[src/rtl/pipe_stage_reg.sv]
// pipe_stage_reg: elastic valid/ready pipeline stage carrying LANES x DBITS
// payload plus a PBITS sideband, with flush and a saturating stall counter.
// Build option: define PIPE_STAGE_SKID_EN for the two-entry skid buffer with
// registered in_ready; leave it undefined for a single-entry stage whose
// in_ready is combinational from out_ready.
module pipe_stage_reg #(
  parameter int DBITS = 32,
  parameter int LANES = 3,
  parameter int PBITS = 2,
  parameter int CNTW  = 16
) (
  input  logic                   clk,
  input  logic                   reset,
  input  logic                   in_valid,
  output logic                   in_ready,
  input  logic [LANES*DBITS-1:0] in_data,
  input  logic [PBITS-1:0]       in_pred,
  output logic                   out_valid,
  input  logic                   out_ready,
  output logic [LANES*DBITS-1:0] out_data,
  output logic [PBITS-1:0]       out_pred,
  input  logic                   flush,
  output logic [1:0]             occupancy,
  output logic [CNTW-1:0]        stall_cnt
);

  localparam int PW = LANES*DBITS + PBITS;

  // Occupancy-encoded control state; the valid flags are decoded from it.
  typedef enum logic [1:0] {
    ST_EMPTY = 2'd0,
    ST_ONE   = 2'd1,
    ST_TWO   = 2'd2
  } state_t;

  state_t          r_state;
  logic [PW-1:0]   r_main;
  logic [CNTW-1:0] r_stall;

  logic            w_main_valid;
  logic            w_skid_valid;
  logic            w_accept;
  logic            w_drain;
  logic [PW-1:0]   w_in;

  assign w_in         = {in_data, in_pred};
  assign w_main_valid = (r_state != ST_EMPTY);
  assign w_accept     = in_valid && in_ready;
  assign w_drain      = w_main_valid && out_ready;

`ifdef PIPE_STAGE_SKID_EN
  logic [PW-1:0] r_skid;

  assign w_skid_valid = (r_state == ST_TWO);
  // Registered back-pressure: ready depends only on the skid flag.
  assign in_ready     = !w_skid_valid;
`else
  assign w_skid_valid = 1'b0;
  // Single entry: a held beat can be replaced only in the cycle it drains.
  assign in_ready     = !w_main_valid || out_ready;
`endif

  assign out_valid = w_main_valid;
  assign out_data  = r_main[PW-1:PBITS];
  assign out_pred  = r_main[PBITS-1:0];
  assign occupancy = {1'b0, w_main_valid} + {1'b0, w_skid_valid};
  assign stall_cnt = r_stall;

  // Handshake FSM: flush wins, then accept/drain moves beats main <- skid <- in.
  always_ff @(posedge clk or negedge reset) begin
    // NOTE: all sequential state uses non-blocking assignments so every
    // register in this block samples the pre-edge values of the others.
    if (!reset) begin
      r_state <= ST_EMPTY;
      // NOTE: the payload registers are reset on purpose: out_data/out_pred
      // must read zero after reset, not whatever the flops powered up with.
      r_main  <= '0;
`ifdef PIPE_STAGE_SKID_EN
      r_skid  <= '0;
`endif
    end else if (flush) begin
      // Payload may stay stale; only the valid flags are cleared.
      r_state <= ST_EMPTY;
    end else begin
      case (r_state)
        ST_EMPTY: begin
          if (w_accept) begin
            r_state <= ST_ONE;
            r_main  <= w_in;
          end
        end
        ST_ONE: begin
          if (w_accept && w_drain) begin
            r_main <= w_in;
`ifdef PIPE_STAGE_SKID_EN
          end else if (w_accept) begin
            r_state <= ST_TWO;
            r_skid  <= w_in;
`endif
          end else if (w_drain) begin
            r_state <= ST_EMPTY;
          end
        end
`ifdef PIPE_STAGE_SKID_EN
        ST_TWO: begin
          if (w_drain) begin
            r_state <= ST_ONE;
            r_main  <= r_skid;
          end
        end
`endif
        default: r_state <= ST_EMPTY;
      endcase
    end
  end

  // Saturating count of cycles where the held beat is refused downstream.
  always_ff @(posedge clk or negedge reset) begin
    if (!reset) begin
      r_stall <= '0;
    end else if (out_valid && !out_ready && (r_stall != {CNTW{1'b1}})) begin
      r_stall <= r_stall + CNTW'(1);
    end
  end

endmodule
[config.mk]
export PLATFORM = sky130hd
export DESIGN_NAME = pipe_stage_reg
export DESIGN_NICKNAME = d
export VERILOG_FILES = /design/src/rtl/pipe_stage_reg.sv
export SDC_FILE = /design/constraint.sdc
export NUM_CORES = 1
export LEC_CHECK = 0
export ABC_AREA = 1
export CAP_MARGIN = 10
export CORE_ASPECT_RATIO = 1.5
export CORE_MARGIN = 2
export CORE_UTILIZATION = 42
export CTS_BUF_LIST = sky130_fd_sc_hd__clkbuf_16
export CTS_CLUSTER_SIZE = 24
export DETAILED_ROUTE_END_ITERATION = 8
export PLACE_DENSITY = 0.81
export SKIP_CTS_REPAIR_TIMING = 1
export SYNTH_ARGS = -nofsm -noshare
export SYNTH_HDL_FRONTEND = slang
export SYNTH_SLANG_ARGS = --single-unit
[constraint.sdc]
create_clock -name clk -period 2 [get_ports clk]
set_clock_uncertainty 0.05 [all_clocks]
set_input_delay 0.4 -clock clk [delete_from_list [all_inputs] [get_ports clk]]
set_output_delay 0.4 -clock clk [all_outputs]
set_load 0.02 [all_outputs]
==> results.toml <==
[finish]
areaGrowthSynthToFinish_pct = 60.8
final_common_cell = "clkdlybuf4s50_1"
post-route-cell-area_sq_um = 7810
finalNetCount = 711
mostFrequentLayoutCells = "208 x clkdlybuf4s50_1, 115 x dfrtp_1, 78 x mux2_2"
fillerInstances = 808
antenna_cells = 0
drive_above_1_share_pct = 23.9
instances_no_fill = 770

[detailed_routing]
drc_errors = 0
vias = 3649
detail-route-antenna-nets = 0
drt_iter0_markers = 155
postRouteWirelength_um = 12400
dr.pass1.iters = 5
routed_via_density = 4.74
avgRoutedWirePerCell_um = 16.1

[job]
maxCapViolCount = 0

[worst_setup_path]
cp_slowest_stage_delay_ps = 650
rr_worst_depth = 9
path_cells = "clkdlybuf4s50_1"
reg2reg_slack_ps = 310
path_delay_family = "buffers and inverters"
end_kind = "output pin"
arrival_ps = 1470
crit_required_ps = 1550
slowest_stage = "clkdlybuf4s50_1"
path_buf_inv = 1
crit_cells = 1
start_kind = "flop"
cp_max_fo = 5
path_class = "reg2out"

[yosys]
syn_area_per_cell_sq_um = 13.2
synth-seq-area-share_pct = 59.2
syn_nets = 473
synth-seq-cells = 115
synthesis.area_sq_um = 4860
synthTopCellsByArea = "dfrtp_1 59%, mux2_2 18%, mux2_4 6.2%"
yosysTopAreaCell = "dfrtp_1"
synth.distinct_cells = 24
postSynthCellCount = 369
synth.top_cell.area_share_pct = 59.2
yosysWarnings = 0

[pwr]
ir_worst_vdd_uv = 595
powerDensity_nw_per_um2 = 998
power_w = 0.00780
p_leak_nw = 3.54

[floorplan]
die_y_um = 136
dieArea_sq_um = 12500
start_util_pct = 42.6
ios = 221
core_region_area_sq_um = 11400
die_w_um = 91.8
rows = 48

[global_route]
grt_max_degree = 116
overflow = 0
grtUsageTotal_pct = 20.2
grt_pass1_wl_um = 19300
antenna_found_initial = 0
grt_pass1_vias = 3934

[timing]
period_minus_slack_ps = 1920
slew_viol_final = 0
tns_ps = 0
fmaxAchievable_ghz = 0.520
tightest_slew_ps = 612
fin_ws_ps = 77.6
hold_viol_final = 0
rsz0062_at_grt = "no"
slew_headroom_pct = 59.2
setup-violations-final = 0
fin_crit_sh_pct = 96.1

[cts]
cts_max_path_buffers = 2
cts_made_buffers = 17
clock_sinks = 115
cts_tree = "built"
clock-root-buffer = "clkbuf_16"
clk_latency_ps = 400
clk_pin_slew_ps = 50
htree_levels = 4

[place]
place_congestion = 0.844
placed_area_sq_um = 7260
placed_cells = 738
hpwl_um = 9080
pre_cts_ws_ps = -74.7
portBuffers = 219

[outcome]
status = "complete, no violations"

[min_path]
hold_class = "in2async"
## path summary, 6_finish.rpt
check                                    startpoint                        to
setup reg to reg           stall_cnt[0]$_DFFE_PN0P_  stall_cnt[7]$_DFFE_PN0P_
max in group asynchronous                     reset    r_main[29]$_DFFE_PN0P_
setup / recovery           stall_cnt[4]$_DFFE_PN0P_              stall_cnt[4]
hold reg to reg               r_main[1]$_DFFE_PN0P_     r_main[1]$_DFFE_PN0P_
min in group clk              r_main[1]$_DFFE_PN0P_     r_main[1]$_DFFE_PN0P_
hold / removal                                reset    r_main[81]$_DFFE_PN0P_
## flip-flops by register name, indices dropped and copies added, names as in the netlist
name / flops
stall_cnt: 16
r_main: 98
r_state: 1
## power by group
group,switching (W),leakage [nW],internal (W),total [W]
Clock,0.00100,0.271,0.00166,0.00267
Sequential,0.000245,1.38,0.00271,0.00296
Combinational,0.000969,1.89,0.00120,0.00217
Total,0.00222,3.54,0.00558,0.00780
## per-stage QoR
stage | util [%] | hold WS [ps]
6_report | 68.5 | 18.1
5_1_grt | 68.5 | 65.8
4_1_cts | 68.2 | 57.6
3_5_place_dp | 63.6 | 442
3_3_place_gp | 63.6 | 437
2_1_floorplan | - | 54.4
## final cells by class
cell class                 count  area (sq um)  area share, %
multi-input combinational    222          1770           22.6
sequential                   115          2880           36.8
clock buffer                  17           425           5.45
timing repair buffer         233          2380           30.5
clock inverter                15           103           1.31
tap                          150           188           2.40
inverter                      18          70.1          0.897
## per-layer routing
layer,GRT usage (%),share of wire (%)
met5,0,0
met4,6.88,1.7
met3,7.12,7.0
met2,38.2,57
met1,20.4,34
## cell families after synthesis
kind of cell	count (synthesis)	share of synthesized area (%)
AOI/OAI and AO/OA	5	0.515
xor gates and xnor gates	6	1.08
adders and majority gates	1	0.257
buffers and inverters	32	4.43
DFF	115	59.2
muxes	98	24.3
other	1	0.0772
and+or+nand+nor	111	10.2
## worst register-to-register path: cells and delay by family, from the launching register on
| family | cells | cell delay (ps) |
|---|---|---|
| adders and majority gates | 1 | 290 |
| AOI/OAI and AO/OA | 1 | 60 |
| DFF | 1 | 440 |
| and+or+nand+nor | 5 | 480 |
| buffers and inverters | 2 | 260 |
## synth_stat cells (all sizes together)
master / n
dfrtp: 115
ha: 1
nand4: 8
nand2: 70
nor2: 22
xnor2: 6
inv: 18
conb: 1
nand3: 11
buf: 14
o21ai: 4
mux2: 98
a21oi: 1
Note: power is estimated with default switching activity, not from simulation.
